**src/rtl/mem_port_arbiter_pkg.sv**
```systemverilog
// Shared definitions for the unified-memory port arbiter.
//   - FSM state encoding (IDLE / BUSY_IF / BUSY_D)
//   - grant encoding (FETCH = 0, DATA = 1)
//   - default address/data widths used by the processor datapath
//   - counter width helper for the timeout counter
package mem_port_arbiter_pkg;

    localparam int ADDR_W_DEF  = 16;
    localparam int DATA_W_DEF  = 16;
    localparam int TIMEOUT_DEF = 15;

    typedef enum logic [1:0] {
        IDLE    = 2'd0,
        BUSY_IF = 2'd1,
        BUSY_D  = 2'd2
    } arb_state_t;

    typedef enum logic {
        FETCH = 1'b0,
        DATA  = 1'b1
    } grant_t;

    // Width needed to count 0..timeout, never less than one bit.
    function automatic int cnt_width(input int timeout);
        int w;
        w = $clog2(timeout + 1);
        return (w < 1) ? 1 : w;
    endfunction

endpackage

```
**src/rtl/mem_port_arbiter_timeout.sv**
```systemverilog
// Timeout counter for one memory transaction.
// Ports:
//   clk, rst  - clock, asynchronous active-high reset
//   clear     - load the count with zero (transaction start)
//   enable    - advance the count by one (cycle waited without ready)
//   expired   - high when the count reached TIMEOUT-1; never high when TIMEOUT == 0
module mem_arb_timeout
    import mem_port_arbiter_pkg::*;
#(
    parameter int TIMEOUT = TIMEOUT_DEF
) (
    input  logic clk,
    input  logic rst,
    input  logic clear,
    input  logic enable,
    output logic expired
);

    localparam int CNT_W = cnt_width(TIMEOUT);
    localparam logic [CNT_W-1:0] LAST = (TIMEOUT != 0) ? CNT_W'(TIMEOUT - 1) : '0;

    logic [CNT_W-1:0] count;

    always_ff @(posedge clk or posedge rst) begin
        if (rst) begin
            count <= '0;
        end else if (clear) begin
            count <= '0;
        end else if (enable) begin
            // With the timeout disabled the count simply wraps; it is unused.
            count <= count + CNT_W'(1);
        end
    end

    assign expired = (TIMEOUT != 0) && (count == LAST);

endmodule

```
**src/rtl/mem_port_arbiter.sv**
```systemverilog
// Arbiter sharing one unified memory between the instruction-fetch path and
// the load/store path. One transaction at a time, round-robin on contention,
// variable-latency ready with an optional timeout that error-acks the
// requester and sets a sticky bus_err.
// Ports:
//   clk, rst                          - clock, asynchronous active-high reset
//   if_req/if_addr                    - fetch request (level, held until ack)
//   if_rdata/if_ack/if_err            - fetch response (ack one cycle, err qualifies ack)
//   d_req/d_we/d_addr/d_wdata         - load/store request (level, held until ack)
//   d_rdata/d_ack/d_err               - load/store response
//   mem_req/mem_we/mem_addr/mem_wdata - memory transaction, held stable while mem_req
//   mem_rdata/mem_ready               - memory completion and read data
//   bus_err                           - sticky timeout flag, cleared only by rst
// All outputs are registered.
module mem_port_arbiter
    import mem_port_arbiter_pkg::*;
#(
    parameter int ADDR_W  = ADDR_W_DEF,
    parameter int DATA_W  = DATA_W_DEF,
    parameter int TIMEOUT = TIMEOUT_DEF
) (
    input  logic              clk,
    input  logic              rst,
    input  logic              if_req,
    input  logic [ADDR_W-1:0] if_addr,
    output logic [DATA_W-1:0] if_rdata,
    output logic              if_ack,
    output logic              if_err,
    input  logic              d_req,
    input  logic              d_we,
    input  logic [ADDR_W-1:0] d_addr,
    input  logic [DATA_W-1:0] d_wdata,
    output logic [DATA_W-1:0] d_rdata,
    output logic              d_ack,
    output logic              d_err,
    output logic              mem_req,
    output logic              mem_we,
    output logic [ADDR_W-1:0] mem_addr,
    output logic [DATA_W-1:0] mem_wdata,
    input  logic [DATA_W-1:0] mem_rdata,
    input  logic              mem_ready,
    output logic              bus_err
);

    arb_state_t        state, state_nxt;
    grant_t            last_grant, last_grant_nxt;

    logic              mem_req_nxt, mem_we_nxt;
    logic [ADDR_W-1:0] mem_addr_nxt;
    logic [DATA_W-1:0] mem_wdata_nxt;
    logic [DATA_W-1:0] if_rdata_nxt, d_rdata_nxt;
    logic              if_ack_nxt, if_err_nxt, d_ack_nxt, d_err_nxt;
    logic              bus_err_nxt;

    logic              if_elig, d_elig, pick_d;
    logic              cnt_clear, cnt_en, expired;

    mem_arb_timeout #(
        .TIMEOUT (TIMEOUT)
    ) u_timeout (
        .clk     (clk),
        .rst     (rst),
        .clear   (cnt_clear),
        .enable  (cnt_en),
        .expired (expired)
    );

    // Next-state and next-output logic.
    always_comb begin
        state_nxt      = state;
        last_grant_nxt = last_grant;
        mem_req_nxt    = mem_req;
        mem_we_nxt     = mem_we;
        mem_addr_nxt   = mem_addr;
        mem_wdata_nxt  = mem_wdata;
        if_rdata_nxt   = if_rdata;
        d_rdata_nxt    = d_rdata;
        if_ack_nxt     = 1'b0;
        if_err_nxt     = 1'b0;
        d_ack_nxt      = 1'b0;
        d_err_nxt      = 1'b0;
        bus_err_nxt    = bus_err;
        cnt_clear      = 1'b0;
        cnt_en         = 1'b0;

        // A requester still holds req during its ack cycle; masking with the
        // registered ack stops it from being granted a second time.
        if_elig = if_req && !if_ack;
        d_elig  = d_req && !d_ack;
        pick_d  = d_elig && (!if_elig || (last_grant == FETCH));

        case (state)
            IDLE: begin
                if (pick_d) begin
                    mem_req_nxt    = 1'b1;
                    mem_we_nxt     = d_we;
                    mem_addr_nxt   = d_addr;
                    mem_wdata_nxt  = d_wdata;
                    cnt_clear      = 1'b1;
                    last_grant_nxt = DATA;
                    state_nxt      = BUSY_D;
                end else if (if_elig) begin
                    mem_req_nxt    = 1'b1;
                    mem_we_nxt     = 1'b0;
                    mem_addr_nxt   = if_addr;
                    mem_wdata_nxt  = '0;
                    cnt_clear      = 1'b1;
                    last_grant_nxt = FETCH;
                    state_nxt      = BUSY_IF;
                end
            end

            BUSY_IF, BUSY_D: begin
                if (mem_ready) begin
                    if (state == BUSY_IF) begin
                        if_rdata_nxt = mem_rdata;
                        if_ack_nxt   = 1'b1;
                    end else begin
                        // Stores leave the load-data register untouched.
                        if (!mem_we) d_rdata_nxt = mem_rdata;
                        d_ack_nxt = 1'b1;
                    end
                    mem_req_nxt = 1'b0;
                    mem_we_nxt  = 1'b0;
                    state_nxt   = IDLE;
                end else if (expired) begin
                    if (state == BUSY_IF) begin
                        if_rdata_nxt = '0;
                        if_ack_nxt   = 1'b1;
                        if_err_nxt   = 1'b1;
                    end else begin
                        d_rdata_nxt = '0;
                        d_ack_nxt   = 1'b1;
                        d_err_nxt   = 1'b1;
                    end
                    bus_err_nxt = 1'b1;
                    mem_req_nxt = 1'b0;
                    mem_we_nxt  = 1'b0;
                    state_nxt   = IDLE;
                end else begin
                    cnt_en = 1'b1;
                end
            end

            default: begin
                mem_req_nxt = 1'b0;
                mem_we_nxt  = 1'b0;
                state_nxt   = IDLE;
            end
        endcase
    end

    // State and output registers; reset drops mem_req at once with no ack.
    always_ff @(posedge clk or posedge rst) begin
        if (rst) begin
            state      <= IDLE;
            last_grant <= FETCH;
            mem_req    <= 1'b0;
            mem_we     <= 1'b0;
            mem_addr   <= '0;
            mem_wdata  <= '0;
            if_rdata   <= '0;
            d_rdata    <= '0;
            if_ack     <= 1'b0;
            if_err     <= 1'b0;
            d_ack      <= 1'b0;
            d_err      <= 1'b0;
            bus_err    <= 1'b0;
        end else begin
            state      <= state_nxt;
            last_grant <= last_grant_nxt;
            mem_req    <= mem_req_nxt;
            mem_we     <= mem_we_nxt;
            mem_addr   <= mem_addr_nxt;
            mem_wdata  <= mem_wdata_nxt;
            if_rdata   <= if_rdata_nxt;
            d_rdata    <= d_rdata_nxt;
            if_ack     <= if_ack_nxt;
            if_err     <= if_err_nxt;
            d_ack      <= d_ack_nxt;
            d_err      <= d_err_nxt;
            bus_err    <= bus_err_nxt;
        end
    end

endmodule

```
**config.mk**
```make
export PLATFORM = sky130hd
export DESIGN_NAME = mem_port_arbiter
export DESIGN_NICKNAME = d
export VERILOG_FILES = /design/src/rtl/mem_port_arbiter_pkg.sv /design/src/rtl/mem_port_arbiter_timeout.sv /design/src/rtl/mem_port_arbiter.sv
export SDC_FILE = /design/constraint.sdc
export NUM_CORES = 1
export LEC_CHECK = 0
export ABC_CLOCK_PERIOD_IN_PS = 2850
export CORE_MARGIN = 2
export CORE_UTILIZATION = 44
export DETAILED_ROUTE_END_ITERATION = 6
export PLACE_DENSITY = 0.81
export SYNTH_ARGS = -nofsm -noshare
export SYNTH_HDL_FRONTEND = slang
export SYNTH_HIERARCHICAL = 1
export SYNTH_SLANG_ARGS = --single-unit
```
**constraint.sdc**
```tcl
create_clock -name clk -period 2.85 [get_ports clk]
set_clock_uncertainty 0.2 [all_clocks]
set_input_delay 0.57 -clock clk [delete_from_list [all_inputs] [get_ports clk]]
set_output_delay 0.57 -clock clk [all_outputs]
set_load 0.02 [all_outputs]
```
# Word level (Yosys, flattened, before mapping)
# Index checks and enable logic that the tools add are counted.
classes:
  add_sub_neg: 1
  n_eq_ne: 6
  muxes: 47
  n_bitwise: 3
  n_reduce_logical: 17
ops:
  columns: ["operator", "n"]
  rows:
  - ["16-bit 2-to-1 mux", 13]
  - ["1-bit 2-to-1 mux", 25]
  - ["2-bit 2-to-1 mux", 4]
  - ["4-bit 2-to-1 mux", 2]
  - ["3-bit != test (second input constant)", 2]
  - ["3-bit AND reduction", 2]
  - ["2-bit nonzero test", 3]
  - ["4-bit by 1-bit adder with 4-bit output (second input constant)", 1]
  - ["4-bit == test (second input constant)", 1]
  - ["1-bit case mux with 2 select lines", 2]
  - ["2-bit case mux with 2 select lines", 1]
  - ["2-bit AND reduction", 2]
  - ["4-bit AND reduction", 1]
  - ["1-bit logical AND", 3]
  - ["1-bit zero test", 3]
  - ["1-bit inverter", 3]
  - ["2-bit by 1-bit == test with 1-bit output (second input constant)", 1]
  - ["2-bit == test (second input constant)", 1]
  - ["2-bit zero test", 1]
  - ["2-bit != test (second input constant)", 1]
  - ["2-bit OR reduction", 1]
  - ["1-bit logical OR", 1]
totals:
  register_bits: 78
  out_inout_bits: 71
  word_cells: 88

# Longest topological paths before layout
depth:
  word_depth: 8
  mapped_depth: 8
  mapped_depth_nobuf: 6

# Modules after synthesis
# Netlist, hierarchy kept.
by_module_without_submodules:
  columns: ["module", "n_inst", "cells_each", "area_per_inst_um2", "seq_area_each_um2"]
  rows:
  - ["mem_port_arbiter", 1, 281, 3329.4, 1851.8]
  - ["mem_arb_timeout", 1, 20, 216.5, 100.1]

# Worst setup path after synthesis
# No wires, ideal clock.
synth_timing:
  kind: "reg-to-reg"
  start: "register u_timeout.count[0]"
  end: "register u_timeout.count[3]"
  arrival_time_ns: 1.804
  path_slack_ns: 0.721
  path_stages_with_launch: 7
  synth_period_minus_slack_ns: 2.129
  path_cell_list: "dfrtp_1 -> inv_1 -> ha_1 -> and3_1 -> nor3b_2 -> nand4_1 -> mux2_4"
synth_between:
  elab_chain_len: 5
  elab_cells_between_ends: 8
  classes_between: "1 x add/sub; 1 x eq/ne; 5 x mux; 1 x reduce/logical"
synth_rtl:
  columns: ["item", "line_no", "text"]
  rows:
  - ["start: declaration", "mem_port_arbiter_timeout.sv:22", "logic [CNT_W-1:0] count;"]
  - ["start signal: assignment", "mem_port_arbiter_timeout.sv:31", "count <= count + CNT_W'(1);"]
  - ["4-bit == test", "mem_port_arbiter_timeout.sv:35", "assign expired = (TIMEOUT != 0) && (count == LAST);"]
  - ["named net expired", "mem_port_arbiter.sv:56", "logic cnt_clear, cnt_en, expired;"]
  - ["1-bit 2-to-1 mux", "mem_port_arbiter.sv:126", "end else if (expired) begin"]
  - ["1-bit 2-to-1 mux", "mem_port_arbiter.sv:114", "if (mem_ready) begin"]
  - ["1-bit 2-to-1 mux", "mem_port_arbiter.sv:92", "case (state)"]
  - ["named net cnt_en", "mem_port_arbiter.sv:56", null]
  - ["2-bit nonzero test (no line)", null, null]
# The timed path passes the listed nets, and every way through them passes these cells. The select of a mux whose other input is x is not followed.
# A chain may end at the register's enable or synchronous reset.

# Final worst setup path
layout_timing:
  start: "register d_ack"
  end: "output d_ack"
layout_lines:
  columns: ["item", "line_no", "text"]
  rows:
  - ["start: declaration", "mem_port_arbiter.sv:34", "output logic d_ack,"]
  - ["start signal: assignment", "mem_port_arbiter.sv:180", "d_ack <= d_ack_nxt;"]
# No word-level cell between the ends.

==> flow_summary.yaml <==
final_layout:
  nets: 515
  antennaDiodeCount: 0
  multi_input_comb_area_mm2: 0.00139
  drive_above_1_share: 0.0874
  ff_latch_area_mm2: 0.00195
  area_growth_pct: 48.5
  num-fill-cells: 605
cts:
  hold_buffers: 0
  cts.sinks: 78
  h-tree-depth: 3
  cts_resized: 0
  cts_setup_buffers: 0
  ctsLongestPathBuffers: 2
  clk_pin_slew_ns: 0.08
  cts_tree: "built"
  clkLatencyLatePin_ns: 0.35
  cts_inserted_buffers: 9
  clockRootBuffer: "clkbuf_8"
outcome:
  status: "complete, no violations"
sta:
  finalCritPeriodShare: 0.868
  hold_ws_ns: 0.262
  rsz0062_at_grt: "no"
  hold_viol_final: 0
  slew_viol_final: 0
  period_needed_ns: 2.47
  fmax_mhz: 404
  maxSlewHeadroom: 0.223
  final.setup.tns_ns: 0
  fin_ws_ns: 0.377
  worstMarginPinSlew_ns: 1.16
  setup_violations: 0
floorplan:
  die_y_um: 93.8
  num_rows: 32
  fp.dieArea_mm2: 0.00879
  die_w_um: 93.8
  coreArea_mm2: 0.00777
  pin_count: 141
  start_util: 0.457
setup_path:
  reg2reg_setup_slack_ns: 0.53
  endpoint_kind: "output port"
  crit_path_max_fanout: 19
  ff2ff_path_depth: 5
  path_buf_inv: 1
  slowest_stage: "clkdlybuf4s50_1"
  cpLargestDelayFamily: "buffers and inverters"
  cp.depth: 1
  r2r_end: "if_rdata[0]"
  rr_startpoint: "u_timeout/count[0]"
  crit_arrival_ns: 1.70
  max_stage_delay_ns: 0.70
  startpoint_type: "register"
  cp-startpoint: "d_ack"
  required_ns: 2.08
  cp_cell_sequence: "clkdlybuf4s50_1"
  worstSetupPathType: "reg2out"
flow_run:
  drv_cap: 0
power:
  pwr-share-comb: 0.513
  power_frac_seq: 0.334
  ir_drop_uv: 570
  power-per-cell-area_mw_per_mm2: 1060
  p_switching_mw: 2.17
  switching_share: 0.390
  power.leakage_nw: 2.32
  power_frac_clock: 0.153
  p_int_mw: 3.39
drt:
  wl_per_cell_um: 17.5
  drcViolationCount: 0
  drt-initial-drc-count: 146
  vias: 2992
  routed_wl_um: 9580
  first_pass_iters: 4
  viasPerCell: 5.46
  drtAntennaViolNets: 0
synth:
  synth-async-reset-ratio: 1.00
  synth_top_flop_cell: "dfrtp_1"
  ys_types: 43
  synth.cell_area_mm2: 0.00355
  synth-seq-area-share: 0.550
  synth_seq_cells: 78
  yosysWarnings: 6
  syn_inst: 301
  synth_edf_count: 0
  syn_nets: 375
  syn_area_per_cell_um2: 11.8
place:
  portBuffers: 140
  dp.final_hpwl_um: 6760
  globalplace.congestion: 0.774
  post-place-ws_ns: 0.209
global_routing:
  overflow: 0
  grt_pass1_wl_um: 15300
  antenna_found_initial: 0
  track_usage: 0.222
  grt_max_degree: 29
  grt_pass1_vias: 3080
worst_hold_path:
  hold_class: "in2async"
registers in the layout, indices dropped and copies added (netlist names):
register,cells
bus_err,1
d_ack,1
d_err,1
d_rdata,16
if_ack,1
if_err,1
if_rdata,16
last_grant,1
mem_addr,16
mem_req,1
mem_wdata,16
mem_we,1
state,2
u_timeout/count,4
logic make-up after synthesis:
group                      Yosys count  share of synthesized area
DFF                                 78                      0.550
muxes                               17                     0.0494
and+or+nand+nor                     62                      0.110
buffers and inverters               46                     0.0589
AOI/OAI and AO/OA                   93                      0.215
xor gates and xnor gates             1                    0.00247
adders and majority gates            4                     0.0141
cell usage after synthesis, types with 2 or more instances:
library cell | instances | area (um^2)
dfrtp_1 | 78 | 1950
nor2_1 | 7 | 26.3
a22o_1 | 32 | 280
buf_4 | 2 | 15.0
a2bb2oi_1 | 16 | 140
a221oi_1 | 16 | 140
inv_2 | 2 | 7.51
a21oi_1 | 2 | 10.0
nand3b_1 | 3 | 22.5
o21ai_0 | 16 | 80.1
nor2b_1 | 2 | 12.5
buf_2 | 8 | 40.0
ha_1 | 4 | 50.1
inv_1 | 22 | 82.6
mux2i_1 | 16 | 160
nor4_1 | 2 | 12.5
and3b_1 | 17 | 149
nand2b_1 | 3 | 18.8
clkbuf_1 | 10 | 37.5
nand4_1 | 2 | 12.5
nand2_1 | 19 | 71.3
stage by stage:
stage / util / instances / total power [mW] / area, um^2
after floorplan: - / 301 / 3.49 / 3550
after global placement: 0.652 / 532 / 4.64 / 5060
after detailed placement: 0.652 / 532 / 4.73 / 5060
after CTS: 0.678 / 548 / 5.60 / 5270
after global routing: 0.678 / 548 / 5.88 / 5270
final: 0.678 / 548 / 5.56 / 5270
power groups by stage:
stage	registers (mW)	clock network, mW	logic, mW
after global routing	1.91	0.920	3.05
after CTS	1.86	0.866	2.88
after detailed placement	1.86	0	2.87
after floorplan	2.32	0	1.17
after global placement	1.86	0	2.78
final	1.86	0.850	2.85
layout by cell type (no fill, tap or decap), types with 3 or more instances in the layout:
cell,count
o21ai_0,16
inv_1,21
ha_1,4
a22o_1,32
a221oi_1,16
nor2_1,7
clkdlybuf4s50_1,140
and3b_1,17
clkbuf_8,9
nand2_1,19
inv_6,3
a2bb2oi_1,16
inv_2,3
dfrtp_1,78
nand3b_1,3
nand2b_1,3
mux2i_1,16
clkinvlp_4,3
buf_4,9
how the worst max path moves through the flow:
stage                   to
6_report             d_ack
5_1_grt              d_ack
4_1_cts              d_ack
3_5_place_dp   if_rdata[4]
3_3_place_gp   if_rdata[8]
2_1_floorplan      bus_err
layout make-up:
| cell class | instances | share of cell area |
|---|---|---|
| flip-flops and latches | 78 | 0.371 |
| repair buffers | 151 | 0.287 |
| multi-input cells | 177 | 0.263 |
| well taps | 102 | 0.0242 |
| clock buffers | 9 | 0.0235 |
| inverters | 24 | 0.0171 |
| clock inverters | 7 | 0.0150 |
routing by layer:
layer	global-route usage	vias to the layer above	wire length (um)
li1	-	1384	-
met1	0.285	1488	4100
met2	0.356	106	4700
met3	0.0658	14	631
met4	0.0821	0	150
met5	0	-	0
Note: power is estimated with default switching activity, not from simulation.
